<file path="src/rtl/hello_pkg.sv">
// hello_pkg: shared state encoding, source indices and round-robin helper for hello_tx_arbiter
package hello_pkg;
  typedef enum logic {ST_IDLE = 1'b0, ST_LOCK = 1'b1} state_t;
  localparam int NUM_SRC = 3;
  localparam logic [1:0] SRC_FIFO = 2'd0;
  localparam logic [1:0] SRC_DMA = 2'd1;
  localparam logic [1:0] SRC_ADI = 2'd2;
  function automatic logic [1:0] inc3(input logic [1:0] i);
    return i == SRC_ADI ? SRC_FIFO : i + 2'd1;
  endfunction
  function automatic logic [1:0] rr_next(input logic [2:0] req, input logic [1:0] last);
    logic [1:0] a, b, c;
    a = inc3(last);
    b = inc3(a);
    c = inc3(b);
    return req[a] ? a : req[b] ? b : c;
  endfunction
endpackage

</file>
<file path="src/rtl/hello_tx_arbiter_if.sv">
// hello_tx_arbiter_if: AXI-Stream beat bundle; tid is only carried on the merged output side
interface hello_tx_arbiter_if #(parameter int DATA_W = 64, parameter int USER_W = 32);
  logic tvalid;
  logic tready;
  logic tlast;
  logic [DATA_W-1:0] tdata;
  logic [USER_W-1:0] tuser;
  logic [1:0] tid;
  modport master (output tvalid, tdata, tlast, tuser, tid, input tready);
  modport slave (input tvalid, tdata, tlast, tuser, output tready);
endinterface

</file>
<file path="src/rtl/hello_axis_reg.sv">
// hello_axis_reg: one-deep registered AXI-Stream output stage with accept generation
module hello_axis_reg #(parameter int DATA_W = 64, parameter int USER_W = 32) (
  input  logic clk,
  input  logic rst,
  input  logic ld,
  input  logic [DATA_W-1:0] d_data,
  input  logic d_last,
  input  logic [USER_W-1:0] d_user,
  input  logic [1:0] d_tid,
  output logic acc,
  hello_tx_arbiter_if.master m
);
  logic full;
  logic last;
  logic [DATA_W-1:0] data;
  logic [USER_W-1:0] user;
  logic [1:0] tid;
  assign acc = !full || m.tready;
  assign m.tvalid = full;
  assign m.tdata = data;
  assign m.tlast = last;
  assign m.tuser = user;
  assign m.tid = tid;
  always_ff @(posedge clk) begin
    if (rst) begin
      full <= 1'b0;
      last <= 1'b0;
      data <= '0;
      user <= '0;
      tid <= '0;
    end else begin
      full <= ld || (full && !m.tready);
      if (ld) begin
        data <= d_data;
        last <= d_last;
        user <= d_user;
        tid <= d_tid;
      end
    end
  end
endmodule

</file>
<file path="src/rtl/hello_tx_arbiter.sv">
// hello_tx_arbiter: packet-granular round-robin merge of three HELLO streams onto one AXI-Stream
// HELLO_TX_ARB_PRIO0_EN gives port 0 strict priority at each arbitration point
module hello_tx_arbiter import hello_pkg::*; #(parameter int DATA_W = 64, parameter int USER_W = 32) (
  input  logic AXIS_ACLK,
  input  logic AXIS_ARESET,
  hello_tx_arbiter_if.slave s0_axis,
  hello_tx_arbiter_if.slave s1_axis,
  hello_tx_arbiter_if.slave s2_axis,
  hello_tx_arbiter_if.master m_axis,
  input  logic [2:0] port_mask,
  output logic busy,
  output logic [1:0] cur_src
);
  state_t state, state_nxt;
  logic [1:0] last_grant, last_nxt, cur_nxt, grant;
  logic [2:0] req;
  logic acc, ld, sel_valid, sel_last;
  logic [DATA_W-1:0] sel_data;
  logic [USER_W-1:0] sel_user;
  assign req = {s2_axis.tvalid, s1_axis.tvalid, s0_axis.tvalid} & port_mask;
`ifdef HELLO_TX_ARB_PRIO0_EN
  assign grant = req[SRC_FIFO] ? SRC_FIFO : rr_next(req & 3'b110, last_grant);
`else
  assign grant = rr_next(req, last_grant);
`endif
  assign sel_valid = cur_src == SRC_ADI ? s2_axis.tvalid : cur_src == SRC_DMA ? s1_axis.tvalid : s0_axis.tvalid;
  assign sel_last = cur_src == SRC_ADI ? s2_axis.tlast : cur_src == SRC_DMA ? s1_axis.tlast : s0_axis.tlast;
  assign sel_data = cur_src == SRC_ADI ? s2_axis.tdata : cur_src == SRC_DMA ? s1_axis.tdata : s0_axis.tdata;
  assign sel_user = cur_src == SRC_ADI ? s2_axis.tuser : cur_src == SRC_DMA ? s1_axis.tuser : s0_axis.tuser;
  assign busy = state == ST_LOCK;
  assign ld = busy && sel_valid && acc;
  assign s0_axis.tready = busy && cur_src == SRC_FIFO && acc;
  assign s1_axis.tready = busy && cur_src == SRC_DMA && acc;
  assign s2_axis.tready = busy && cur_src == SRC_ADI && acc;
  always_comb begin
    state_nxt = busy ? (ld && sel_last ? ST_IDLE : ST_LOCK) : (|req ? ST_LOCK : ST_IDLE);
    cur_nxt = !busy && |req ? grant : cur_src;
`ifdef HELLO_TX_ARB_PRIO0_EN
    last_nxt = ld && sel_last && cur_src != SRC_FIFO ? cur_src : last_grant;
`else
    last_nxt = ld && sel_last ? cur_src : last_grant;
`endif
  end
  always_ff @(posedge AXIS_ACLK) begin
    if (AXIS_ARESET) begin
      state <= ST_IDLE;
      cur_src <= SRC_FIFO;
      last_grant <= SRC_ADI;
    end else begin
      state <= state_nxt;
      cur_src <= cur_nxt;
      last_grant <= last_nxt;
    end
  end
  hello_axis_reg #(.DATA_W(DATA_W), .USER_W(USER_W)) u_out (
    .clk(AXIS_ACLK),
    .rst(AXIS_ARESET),
    .ld(ld),
    .d_data(sel_data),
    .d_last(sel_last),
    .d_user(sel_user),
    .d_tid(cur_src),
    .acc(acc),
    .m(m_axis)
  );
endmodule

</file>
<file path="src/flat_wrapper.sv">
// flat-port wrapper written by rule: the top's interface ports become plain ports
module hello_tx_arbiter_flat import hello_pkg::*;
#(parameter int DATA_W = 64, parameter int USER_W = 32)
  (AXIS_ACLK, AXIS_ARESET, port_mask, busy, cur_src, s0_axis_tvalid, s0_axis_tdata, s0_axis_tlast, s0_axis_tuser, s0_axis_tready, s1_axis_tvalid, s1_axis_tdata, s1_axis_tlast, s1_axis_tuser, s1_axis_tready, s2_axis_tvalid, s2_axis_tdata, s2_axis_tlast, s2_axis_tuser, s2_axis_tready, m_axis_tvalid, m_axis_tdata, m_axis_tlast, m_axis_tuser, m_axis_tid, m_axis_tready);
  hello_tx_arbiter_if #(.DATA_W(DATA_W), .USER_W(USER_W)) s0_axis_i ();
  hello_tx_arbiter_if #(.DATA_W(DATA_W), .USER_W(USER_W)) s1_axis_i ();
  hello_tx_arbiter_if #(.DATA_W(DATA_W), .USER_W(USER_W)) s2_axis_i ();
  hello_tx_arbiter_if #(.DATA_W(DATA_W), .USER_W(USER_W)) m_axis_i ();
  input  logic AXIS_ACLK;
  input  logic AXIS_ARESET;
  input  logic [2:0] port_mask;
  output logic busy;
  output logic [1:0] cur_src;
  input wire logic [$bits(s0_axis_i.tvalid)-1:0] s0_axis_tvalid;
  input wire logic [$bits(s0_axis_i.tdata)-1:0] s0_axis_tdata;
  input wire logic [$bits(s0_axis_i.tlast)-1:0] s0_axis_tlast;
  input wire logic [$bits(s0_axis_i.tuser)-1:0] s0_axis_tuser;
  output wire logic [$bits(s0_axis_i.tready)-1:0] s0_axis_tready;
  input wire logic [$bits(s1_axis_i.tvalid)-1:0] s1_axis_tvalid;
  input wire logic [$bits(s1_axis_i.tdata)-1:0] s1_axis_tdata;
  input wire logic [$bits(s1_axis_i.tlast)-1:0] s1_axis_tlast;
  input wire logic [$bits(s1_axis_i.tuser)-1:0] s1_axis_tuser;
  output wire logic [$bits(s1_axis_i.tready)-1:0] s1_axis_tready;
  input wire logic [$bits(s2_axis_i.tvalid)-1:0] s2_axis_tvalid;
  input wire logic [$bits(s2_axis_i.tdata)-1:0] s2_axis_tdata;
  input wire logic [$bits(s2_axis_i.tlast)-1:0] s2_axis_tlast;
  input wire logic [$bits(s2_axis_i.tuser)-1:0] s2_axis_tuser;
  output wire logic [$bits(s2_axis_i.tready)-1:0] s2_axis_tready;
  output wire logic [$bits(m_axis_i.tvalid)-1:0] m_axis_tvalid;
  output wire logic [$bits(m_axis_i.tdata)-1:0] m_axis_tdata;
  output wire logic [$bits(m_axis_i.tlast)-1:0] m_axis_tlast;
  output wire logic [$bits(m_axis_i.tuser)-1:0] m_axis_tuser;
  output wire logic [$bits(m_axis_i.tid)-1:0] m_axis_tid;
  input wire logic [$bits(m_axis_i.tready)-1:0] m_axis_tready;
  assign s0_axis_i.tvalid = s0_axis_tvalid;
  assign s0_axis_i.tdata = s0_axis_tdata;
  assign s0_axis_i.tlast = s0_axis_tlast;
  assign s0_axis_i.tuser = s0_axis_tuser;
  assign s0_axis_tready = s0_axis_i.tready;
  assign s1_axis_i.tvalid = s1_axis_tvalid;
  assign s1_axis_i.tdata = s1_axis_tdata;
  assign s1_axis_i.tlast = s1_axis_tlast;
  assign s1_axis_i.tuser = s1_axis_tuser;
  assign s1_axis_tready = s1_axis_i.tready;
  assign s2_axis_i.tvalid = s2_axis_tvalid;
  assign s2_axis_i.tdata = s2_axis_tdata;
  assign s2_axis_i.tlast = s2_axis_tlast;
  assign s2_axis_i.tuser = s2_axis_tuser;
  assign s2_axis_tready = s2_axis_i.tready;
  assign m_axis_tvalid = m_axis_i.tvalid;
  assign m_axis_tdata = m_axis_i.tdata;
  assign m_axis_tlast = m_axis_i.tlast;
  assign m_axis_tuser = m_axis_i.tuser;
  assign m_axis_tid = m_axis_i.tid;
  assign m_axis_i.tready = m_axis_tready;
  hello_tx_arbiter #(.DATA_W(DATA_W), .USER_W(USER_W)) u_core (.AXIS_ACLK(AXIS_ACLK), .AXIS_ARESET(AXIS_ARESET), .s0_axis(s0_axis_i), .s1_axis(s1_axis_i), .s2_axis(s2_axis_i), .m_axis(m_axis_i), .port_mask(port_mask), .busy(busy), .cur_src(cur_src));
endmodule
</file>
<file path="config.mk">
export PLATFORM = sky130hd
export DESIGN_NAME = hello_tx_arbiter_flat
export DESIGN_NICKNAME = d
export VERILOG_FILES = /design/src/rtl/hello_pkg.sv /design/src/rtl/hello_tx_arbiter_if.sv /design/src/rtl/hello_axis_reg.sv /design/src/rtl/hello_tx_arbiter.sv /design/src/flat_wrapper.sv
export SDC_FILE = /design/constraint.sdc
export NUM_CORES = 1
export LEC_CHECK = 0
export BUFFER_PORTS_ARGS = -buffer_cell sky130_fd_sc_hd__buf_2
export CAP_MARGIN = 20
export CORE_AREA = 2 2 158 160
export CTS_CLUSTER_SIZE = 16
export DETAILED_ROUTE_END_ITERATION = 8
export DIE_AREA = 0 0 160 162
export SYNTH_ARGS = -nofsm -noshare
export SYNTH_HDL_FRONTEND = slang
export SYNTH_HIERARCHICAL = 1
export SYNTH_SLANG_ARGS = --single-unit
</file>
<file path="constraint.sdc">
create_clock -name AXIS_ACLK -period 1.7 [get_ports AXIS_ACLK]
set_input_delay 0.17 -clock AXIS_ACLK [delete_from_list [all_inputs] [get_ports AXIS_ACLK]]
set_output_delay 0.17 -clock AXIS_ACLK [all_outputs]
set_load 0.05 [all_outputs]
</file>
==> impl_results.md, run 1 <==
- Portion of synthesized cell area occupied by the leading cell type: 29.5%
- Type of element launching the critical path: flop
- Total routed wirelength: 21.7 mm
- Die outline height: 162 um
- Portion of the post-synthesis area used by sequential elements: 29.5%
- Slew headroom: 59.5%
- Count of filler cells inserted in the layout: 2496
- Number of antenna violations at the first check in global routing: 0
- Leftover overflow at the end of global routing: 0
- Count of port buffers added during placement: 405
- Longest Clk Path Bufs: 2
- Mean instance size in the synthesized netlist: 8.86 um2
- Final cycle utilization of the critical path: 96.8%
- Hold Path Origin: AXIS_ARESET
- Count of distinct cell types in the synthesized netlist: 28
- Global-route usage over all layers: 15.5%
- Top area cells in the synthesized netlist: dfxtp_1 (29%), mux2i_1 (28%), a211oi_1 (10%), nor2b_1 (8.4%), a21oi_1 (7.0%)
- Hold crit path type: input port to flop
- Critical path type: flop to flop
- Share of cells above drive strength 1: 40.3%
- Vias in the first global route: 6809
- Sink count of the clock tree: 105
- Number of max-cap violations: 0
- Pins over their slew limit: 0
- Async S/R FF share, synth: 0%
- Worst R2R Setup Slack: 0.05 ns
- Global-route wire length before repair: 33.0 mm
- Number of antenna-violating nets in the routed design: 0
- FF+latch area: 0.00211 mm2
- Area added between synthesis and finish: 38.1%
- Post-synthesis sequential element count: 105
- Outcome: finished, final reports clean
- Synth Cell Area: 0.00713 mm2
- Die extent in x: 160 um
- Final critical path time including I/O delays and setup: 1.65 ns
- Die Outline Area: 0.0259 mm2
- Clock root buffer: clkbuf_16
- Worst clock skew: 0.00997 ns
- Hold Path Cell Cnt: 2
- Standard-cell rows: 57
- Core region area: 0.0241 mm2
- CTS clk-pin slew, worst paths: 0.07 ns
- Weighted congestion at the end of routability-driven global placement: 0.811
- Leading post-synthesis cells by instance count: mux2i_1 (200), nor2_1 (109), dfxtp_1 (105), a21oi_1 (99)
- Pin count of the biggest net entering global routing: 93
- Yosys warnings: 6
- Ratio of total power to cell area: 890 mW/mm2
- Worst Max-Slew Pin Slew: 0.608 ns
- Hold bufs inserted after CTS: 0
- Clock tree from TritonCTS: done
- Category of the worst setup path capture point: flop
- Number of cells on the worst reg-to-reg path: 7
- Arrival @ worst endpoint: 1.88 ns
- Top_reg_cell synth: dfxtp_1
- Sum Neg Setup Slack: 0 ns
- Final nets: 1488
- Post-synthesis cell count: 804
- Maximum clock frequency: 608 MHz
- Total nets after synthesis: 1104
- Post-detail-place hpwl: 16.5 mm
- CTS Buf Count: 9
- Detail-routed net length per standard cell: 14.3 um
- Total number of H-tree levels: 3
- Antenna diode instance count: 0
- Post-route DRC violation count: 0
- Cell type with the largest total area after synthesis: dfxtp_1
- Maximum net fanout on the critical path: 10
- Cell leakage power: 4.39 nW
- VDD IR-drop max: 0.000402 V
- DR vias: 7109
- Final Hold Viols: 0
- Number of enable flip-flop cells after synthesis: 0
- Clk Latency, worst-skew pair: 0.35 ns
- 1st-iter DRT viols: 306
- Count of TritonRoute iterations in the first routing pass: 4
- Io pins: 406
- Final setup violating endpoints: 0
- Leading cell type by number of instances after synthesis: mux2i_1
- Worst reg2reg startpoint: u_core/cur_src[0]$_SDFFE_PP0P_
- Hold worst-path end: u_core/u_out/m.tdata[3]$_SDFFE_PP0P_
- RR Endpoint: u_core/u_out/m.tdata[34]$_SDFFE_PP0P_
- Initial Util: 29.6%
- Placed insts: 1497
- Area of the multi-input gates: 0.00440 mm2
- Unrepaired setup endpoints after global routing: yes
- Critical path data required time: 1.93 ns
- Post-DR vias/cell: 4.69
- Number of non-filler instances in the completed layout: 1517
==> flip-flops by register name, indices dropped and copies added, names as in the netlist <==
name	cells
u_core/u_out/m.tvalid	1
u_core/u_out/m.tdata	64
u_core/busy	1
u_core/cur_src	2
u_core/last_grant	2
u_core/u_out/m.tuser	32
u_core/u_out/m.tlast	1
u_core/u_out/m.tid	2
==> through the flow <==
stage	util [%]	hold slack, ns	power [mW]	worst slack, ns	cell area, um2
6_report	40.8	0.181	8.76	0.0549	9840
5_1_grt	40.8	0.179	9.30	-0.0292	9840
4_1_cts	40.4	0.144	8.81	0.00121	9730
3_5_place_dp	39.0	0.474	6.60	0.0989	9410
3_3_place_gp	39.0	0.468	6.57	0.138	9410
2_1_floorplan	-	0.232	5.67	0.0217	7150
==> routing by layer <==
metal	vias up	global-route usage (%)	share of wire (%)
met2	253	28.7	50
met1	3183	17.6	42
met5	-	0	0
met3	27	3.91	6.5
li1	3646	-	-
met4	0	4.55	1.9
==> how the worst max path moves through the flow <==
stage,to,cells past startpoint,slack (ns),startpoint
6_report,u_core/u_out/m.tdata[34]$_SDFFE_PP0P_,7,0.05,u_core/cur_src[0]$_SDFFE_PP0P_
5_1_grt,u_core/u_out/m.tdata[4]$_SDFFE_PP0P_,6,-0.03,u_core/cur_src[0]$_SDFFE_PP0P_
4_1_cts,cur_src[0],3,0.001,u_core/cur_src[0]$_SDFFE_PP0P_
3_5_place_dp,u_core/u_out/m.tdata[61]$_SDFFE_PP0P_,7,0.1,u_core/cur_src[0]$_SDFFE_PP0P_
3_3_place_gp,u_core/u_out/m.tuser[7]$_SDFFE_PP0P_,7,0.14,u_core/cur_src[0]$_SDFFE_PP0P_
2_1_floorplan,u_core/u_out/m.tdata[58]$_SDFFE_PP0P_,7,0.02,u_core/cur_src[0]$_SDFFE_PP0P_
==> layout make-up <==
cell class                 count  share of cell area, %
timing repair buffer         450                   26.6
clock inverter                 5                  0.470
clock buffer                  11                   2.57
tap                          324                   4.12
sequential                   105                   21.5
multi-input combinational    620                   44.7
inverter                       2                 0.0763
==> repair_timing <==
item | 4_1_cts | 5_1_grt
setup buffers | 0 | 1
cloned | 0 | 3
resized for setup | 6 | 6
pin swaps | 0 | 2
setup endpoints to repair | 4 | 30
==> report_power, final <==
group / leakage [nW] / switching (mW) / internal (mW)
Combinational: 3.38 / 2.30 / 1.51
Sequential: 0.858 / 0.130 / 2.70
Clock: 0.149 / 1.02 / 1.10
==> logic make-up (layout without fill, tap and decap cells) <==
| kind of cell | count (synthesis) | in the layout | share of synthesized area [%] |
|---|---|---|---|
| multiplexers | 201 | 201 | 28.3 |
| buffers and inverters | 79 | 468 | 9.23 |
| AO/OA/AOI/OAI | 200 | 200 | 17.6 |
| flip-flops | 105 | 105 | 29.5 |
| AND/OR/NAND/NOR | 219 | 219 | 15.3 |
==> cell usage in the layout, fill, tap and decap left out, drive strengths merged <==
cell	instances
nand4b	1
a21oi	99
o22ai	1
buf	447
nand3b	1
nand2	3
nor2	109
o311a	1
nor3	3
nor2b	96
o21ai	1
and2	1
clkbuf	14
inv	5
nand2b	2
nand3	3
mux2i	201
a31oi	1
o21a	1
a211oi	96
clkinv	2
dfxtp	105
==> worst max-delay path, cell delays in order, from the launching register on <==
cell and delay (ns):
dfxtp_4 0.43, mux2i_1 0.30, o22ai_4 0.13, buf_4 0.16, clkbuf_16 0.17, buf_4 0.15, mux2i_1 0.14, nor2_1 0.05
(Power assumes the default switching activity.)
==> run 2: changes to the inputs <==
Settings changed: CORE_AREA 2 2 158 160 to 2 2 156 158, DIE_AREA 0 0 160 162 to 0 0 158 160.
Clock period 1.7 ns to 1.5 ns, I/O delays scaled along.
==> impl_results.md, run 2 (same netlist as run 1, synthesis figures left out) <==
- Clock tree from TritonCTS: done
- Worst path setup slack after routing: -0.0970 ns (-0.152 ns)
- Global-route usage over all layers: 16.2% (+0.66 points)
- Worst path top cell family by delay: buffers and inverters
- Clk Latency, worst-skew pair: 0.35 ns (about the same)
- Total number of H-tree levels: 3 (unchanged)
- Hold Path Cell Cnt: 2 (unchanged)
- Antenna diode instance count: 0 (unchanged)
- Arrival @ worst endpoint: 1.84 ns (-0.04 ns)
- Unrepaired setup endpoints after global routing: yes
- Detail-routed net length per standard cell: 14.6 um (+1.9%)
- Count of filler cells inserted in the layout: 2421 (-3.0%)
- Standard-cell rows: 57 (unchanged)
- Post-route DRC violation count: 0 (unchanged)
- Longest Clk Path Bufs: 2 (unchanged)
- Critical path type: flop to flop
- Initial Util: 29.9% (+0.35 points)
- Worst clock skew: 0.0144 ns (+0.00443 ns)
- Final Hold Viols: 0 (unchanged)
- Most frequent standard cell in the layout excluding fill and tap cells: buf_2
- Weighted congestion at the end of routability-driven global placement: 0.789 (-2.7%)
- Worst setup path start: u_core/cur_src[0]$_SDFFE_PP0P_
- Library cell appearing most often on the critical path: buf_12
- Pins over their slew limit: 0 (unchanged)
- DR vias: 7333 (+3.2%)
- Final critical path time including I/O delays and setup: 1.60 ns (-0.0481 ns)
- Number of antenna-violating nets in the routed design: 0 (unchanged)
- Maximum net fanout on the critical path: 5 (-5)
- Worst reg2reg startpoint: u_core/cur_src[0]$_SDFFE_PP0P_
- Worst path slowest cell: dfxtp_4
- Slew headroom: 80.4% (+21 points)
- Max FFs per register: 64 (unchanged)
- Category of the worst setup path capture point: flop
- Hold worst-path end: u_core/u_out/m.tdata[4]$_SDFFE_PP0P_
- 1st-iter DRT viols: 304 (-0.65%)
- Number of max-cap violations: 0 (unchanged)
- Post-placement setup slack: -0.150 ns (-0.249 ns)
- Final cycle utilization of the critical path: 106% (+9.7 points)
- Maximum clock frequency: 626 MHz (+3.0%)
- Core region area: 0.0238 mm2 (-1.2%)
- Type of element launching the critical path: flop
- Count of TritonRoute iterations in the first routing pass: 4 (unchanged)
- Count of port buffers added during placement: 405 (unchanged)
- Post-detail-place hpwl: 16.7 mm (+0.90%)
- Io pins: 406 (unchanged)
- Total routed wirelength: 22.7 mm (+4.7%)
- Final nets: 1529 (+2.8%)
- Clock root buffer: clkbuf_16
- Hold bufs inserted after CTS: 0 (unchanged)
- Worst R2R Setup Slack: -0.1 ns (-0.15 ns)
- Worst path cell trace: mux2i_4, o22ai_4, buf_12, buf_12, clkbuf_16, mux2i_1, nor2_1
- Total buffers and inverters traversed by the critical path: 3 (unchanged)
- Final setup violating endpoints: 103 (+103)
- Share of cells above drive strength 1: 43.2% (+2.9 points)
- CTS Buf Count: 9 (unchanged)
- RR Endpoint: u_core/u_out/m.tdata[17]$_SDFFE_PP0P_
- Delay contributed by the slowest stage of the critical path: 0.39 ns (-0.04 ns)
- Failing checks: setup timing
- Hold crit path type: input port to flop
- Worst Max-Slew Pin Slew: 0.292 ns (-0.316 ns)
- Ratio of total power to cell area: 985 mW/mm2 (+11%)
- Most used cells in the layout excluding fill and tap cells: buf_2 (399), mux2i_1 (196), nor2_1 (106)
- Die outline height: 160 um (-1.2%)
- VDD IR-drop max: 0.000472 V (+17%)
- Sink count of the clock tree: 105 (unchanged)
- Die Outline Area: 0.0253 mm2 (-2.5%)
- Post-DR vias/cell: 4.71 (+0.44%)
- Critical path data required time: 1.74 ns (-0.19 ns)
- Util after Layout: 44.2% (+3.3 points)
- Leftover overflow at the end of global routing: 0 (unchanged)
- Global-route wire length before repair: 32.5 mm (-1.4%)
- Cell leakage power: 4.70 nW (+7.0%)
- Vias in the first global route: 6658 (-2.2%)
- Outcome: finished, violations left
- Pin count of the biggest net entering global routing: 57 (-39%)
- Hold Path Origin: AXIS_ARESET
- Area added between synthesis and finish: 47.6%
- Number of antenna violations at the first check in global routing: 0 (unchanged)
- Number of cells on the worst reg-to-reg path: 7 (unchanged)
- CTS clk-pin slew, worst paths: 0.08 ns (about the same)
- Die extent in x: 158 um (-1.3%)
- Sum Neg Setup Slack: -4.73 ns (-4.73 ns)
[run 2: cell count changes in the layout (fill, tap and decap cells not counted), moves of 4 or more]
cell	before	now
a211oi_1	94	88
buf_16	2	6
mux2i_1	200	196
buf_12	11	15
buf_4	31	39
buf_8	1	5
a211oi_2	2	8
buf_6	1	22
[run 2: timing repair]
item | 4_1_cts | 5_1_grt
buffers inserted | 6 | 6
resized for setup | 46 | 25
hold endpoints to repair | 0 | 0
pin swaps | 7 | 11
setup endpoints to repair | 107 | 107
cloned | 4 | 4
[run 2: report_power, final]
part / switching [mW] / total [mW] / internal, mW
Clock: 1.12 / 2.37 / 1.25
Combinational: 2.73 / 4.79 / 2.06
Sequential: 0.143 / 3.20 / 3.06
Total: 4.00 / 10.4 / 6.36
[run 2: through the flow]
step	hold slack, ns	total power, mW	cell area, um2	instances
2_1_floorplan	0.212	6.43	7160	804
3_3_place_gp	0.466	7.57	9620	1523
3_5_place_dp	0.475	7.60	9620	1523
4_1_cts	0.135	10.3	10300	1549
5_1_grt	0.151	11.0	10500	1558
6_report	0.148	10.4	10500	1558
[run 2: per-layer routing]
layer / share of wire [%] / GRT usage, % / vias up
li1: - / - / 3724
met1: 41 / 18.1 / 3330
met2: 50 / 30.1 / 253
met3: 6.9 / 3.28 / 26
met4: 2.0 / 5.41 / 0
met5: 0 / 0 / -
[run 2: worst register-to-register path, cell delays in order (launching register included)]
cell and delay [ns]:
dfxtp_4 0.39, mux2i_4 0.20, o22ai_4 0.19, buf_12 0.16
buf_12 0.14, clkbuf_16 0.17, mux2i_1 0.19, nor2_1 0.06
[run 2: worst max path at each step]
stage,end,cells past startpoint
finish,u_core/u_out/m.tdata[17]$_SDFFE_PP0P_,7
global route,u_core/u_out/m.tuser[8]$_SDFFE_PP0P_,8
CTS,u_core/u_out/m.tdata[28]$_SDFFE_PP0P_,7
detailed placement,u_core/last_grant[1]$_SDFFE_PP1P_,7
global placement,u_core/last_grant[1]$_SDFFE_PP1P_,7
floorplan,u_core/u_out/m.tdata[58]$_SDFFE_PP0P_,7
[run 2: area by class of cell]
cell class,instances,area (um2),share of cell area [%]
multi-input cells,620,4480,42.6
clock buffers,11,253,2.40
inverters,2,10.0,0.0952
clock inverters,5,45.0,0.428
flip-flops and latches,105,2110,20.1
well taps,324,405,3.85
repair buffers,491,3210,30.5
==> run 3: changes to the inputs <==
Settings changed: ABC_AREA from default to 1, SYNTH_HIERARCHICAL 1 to default.
==> impl_results.md, run 3 <==
- Io pins: 406 (unchanged)
- Portion of the post-synthesis area used by sequential elements: 35.8% (+6.3 points)
- Initial Util: 24.7% (-5.3 points)
- Clock tree from TritonCTS: done
- Most used cells in the layout excluding fill and tap cells: buf_2 (400), nand2_1 (300), nand3_1 (104)
- 1st-iter DRT viols: 469 (+54%)
- Count of port buffers added during placement: 405 (unchanged)
- Weighted congestion at the end of routability-driven global placement: 0.776 (-1.6%)
- Number of antenna violations at the first check in global routing: 6 (+6)
- Detail-routed net length per standard cell: 17.3 um (+19%)
- Share of cells above drive strength 1: 42.6% (-0.55 points)
- Maximum net fanout on the critical path: 4 (-1)
- Most frequent standard cell in the layout excluding fill and tap cells: buf_2
- Post-detail-place hpwl: 18.6 mm (+12%)
- Met3 layer wire length in the routed design: 2.52 mm (+60%)
- Leading cell type by number of instances after synthesis: nand2_1
- Async S/R FF share, synth: 0% (unchanged)
- Post-route DRC violation count: 0 (unchanged)
- Worst path cell trace: inv_6, nand2_8, buf_12, buf_12, nor3_4, buf_12
- Wl on met1: 12.1 mm (+31%)
- Final setup violating endpoints: 85 (-17%)
- Hold bufs inserted after CTS: 0 (unchanged)
- DR vias: 8158 (+11%)
- Die outline height: 160 um (unchanged)
- Leading post-synthesis cells by instance count: nand2_1 (309), nand3_1 (106), dfxtp_1 (105), a21oi_1 (103), nor2_1 (103)
- Count of TritonRoute iterations in the first routing pass: 5 (+1)
- Global-route wire length before repair: 39.4 mm (+21%)
- Post-DR vias/cell: 4.83 (+2.7%)
- Arrival @ worst endpoint: 1.48 ns (-0.36 ns)
- Util after Layout: 42.2% (-2.0 points)
- Clock root buffer: clkbuf_16
- Worst Max-Slew Pin Slew: 0.326 ns (+0.0346 ns)
- Worst clock skew: 0.0176 ns (+0.00320 ns)
- Final critical path time including I/O delays and setup: 1.63 ns (+0.0349 ns)
- Library cell appearing most often on the critical path: buf_12
- Longest Clk Path Bufs: 2 (unchanged)
- Pin count of the biggest net entering global routing: 71 (+25%)
- Total routed wirelength: 29.2 mm (+28%)
- Unrepaired setup endpoints after global routing: yes
- Sink count of the clock tree: 105 (unchanged)
- Worst path top cell family by delay: buffers and inverters
- Critical path data required time: 1.35 ns (-0.39 ns)
- Delay contributed by the slowest stage of the critical path: 0.37 ns (-0.02 ns)
- Core region area: 0.0238 mm2 (unchanged)
- Critical path type: flop to output port
- Total nets after synthesis: 1233 (+12%)
- Total number of H-tree levels: 3 (unchanged)
- Worst path setup slack after routing: -0.132 ns (-0.0349 ns)
- Failing checks: setup timing
- CTS clk-pin slew, worst paths: 0.08 ns (about the same)
- Final Hold Viols: 0 (unchanged)
- Standard-cell rows: 57 (unchanged)
- Type of element launching the critical path: flop
- Portion of synthesized cell area occupied by the leading cell type: 35.8% (+6.3 points)
- Category of the worst setup path capture point: output port
- Ratio of total power to cell area: 1030 mW/mm2 (+4.6%)
- Slew headroom: 78.1% (-2.4 points)
- Count of filler cells inserted in the layout: 2527 (+4.4%)
- Clk Latency, worst-skew pair: 0.36 ns (about the same)
- Leftover overflow at the end of global routing: 0 (unchanged)
- Top Layer Used: met5
- Final Hold Slack: 0.152 ns (+0.00480 ns)
- Outcome: finished, violations left
- Top_reg_cell synth: dfxtp_1
- Number of enable flip-flop cells after synthesis: 0 (unchanged)
- Total buffers and inverters traversed by the critical path: 4 (+1)
- Area added between synthesis and finish: 71.0%
- VDD IR-drop max: 0.000581 V (+23%)
- Hold crit path type: input port to flop
- Mean instance size in the synthesized netlist: 6.30 um2 (-29%)
- Met2 wire len: 14.0 mm (+22%)
- Synth Cell Area: 0.00588 mm2 (-18%)
- Final cycle utilization of the critical path: 109% (+2.3 points)
- Final nets: 1655 (+8.2%)
- Yosys warnings: 0 (-6)
- Number of max-cap violations: 0 (unchanged)
- Pins over their slew limit: 0 (unchanged)
- Cell leakage power: 4.77 nW (+1.6%)
- Number of antenna-violating nets in the routed design: 0 (unchanged)
- Count of distinct cell types in the synthesized netlist: 22 (-21%)
- Post-synthesis sequential element count: 105 (unchanged)
- Top area cells in the synthesized netlist: dfxtp_1 (36%), nand2_1 (20%), a31oi_1 (10%), nand3_1 (9.0%), a21oi_1 (8.8%)
- Maximum clock frequency: 613 MHz (-2.1%)
- CTS Buf Count: 9 (unchanged)
- Global-route usage over all layers: 20.1% (+4.0 points)
- Worst path slowest cell: dfxtp_4
- Post-synthesis cell count: 933 (+16%)
- Post-placement setup slack: -0.00567 ns (+0.144 ns)
- Cell type with the largest total area after synthesis: dfxtp_1
- Vias in the first global route: 7350 (+10%)
- Die Outline Area: 0.0253 mm2 (unchanged)
- Max FFs per register: 64 (unchanged)
- Total power consumption of the routed design: 10.4 mW (about the same)
- Die extent in x: 158 um (unchanged)
- Sum Neg Setup Slack: -5.00 ns (-0.265 ns)
run 3: cell types whose count changed after synthesis, sizes merged, moves of 95 or more:
cell | before | now
nor2b | 96 | 0
a211oi | 96 | 0
a31oi | 1 | 96
nand3 | 3 | 107
mux2i | 201 | 0
nand2 | 3 | 311
run 3: path summary, 6_finish.rpt:
| check | slack (ns) | startpoint | to | cells after the start |
|---|---|---|---|---|
| setup / recovery | -0.13 | u_core.cur_src[0]$_SDFFE_PP0P_ | s2_axis_tready | 6 |
| setup reg to reg | -0.10 | u_core.cur_src[0]$_SDFFE_PP0P_ | u_core.u_out.m.tdata[19]$_SDFFE_PP0N_ | 10 |
| hold reg to reg | 0.46 | u_core.u_out.m.tdata[50]$_SDFFE_PP0N_ | u_core.u_out.m.tdata[50]$_SDFFE_PP0N_ | 2 |
| hold / removal | 0.15 | s0_axis_tdata[63] | u_core.u_out.m.tdata[63]$_SDFFE_PP0N_ | 5 |
run 3: kinds of logic after synthesis:
| group | synth area share, % |
|---|---|
| AOI/OAI and AO/OA | 19.4 |
| buffers and inverters | 8.37 |
| DFF | 35.8 |
| and+or+nand+nor | 36.5 |
run 3: final cells by class:
class	count	area [um2]	area share (%)
Timing Repair inverter	1	16.3	0.162
Multi-Input combinational cell	731	3600	35.8
Inverter	12	71.3	0.710
Clock inverter	7	75.1	0.747
Antenna cell	4	10.0	0.0996
Timing Repair Buffer	495	3530	35.2
Sequential cell	105	2110	21.0
Clock buffer	9	225	2.24
Tap cell	324	405	4.03
run 3: layer usage:
layer,up-vias,global-route usage (%)
li1,3991,-
met1,3756,24.0
met2,376,35.4
met3,31,6.02
met4,4,4.38
met5,-,0
run 3: repair_timing:
action	CTS	global route
cloned	7	17
pin swaps	3	9
buffers inserted	8	17
endpoints found under the setup margin	10	105
gates resized for setup	28	77
run 3: worst register-to-register path: cells and delay by family, from the launching register on:
kind            cells  cell delay (ns)
buf+inv             5             0.66
flops               1             0.39
simple gates        4             0.37
compound gates      1             0.13
run 3: metrics by stage:
stage	instances	instance area [um2]
final	1688	10000
after global routing	1685	10000
after CTS	1651	9230
after detailed placement	1620	8550
after global placement	1620	8550
after floorplan	933	5970
run 3: power breakdown:
group / switching, mW / internal, mW
registers: 0.145 / 3.04
logic: 2.83 / 1.85
clock network: 1.18 / 1.31
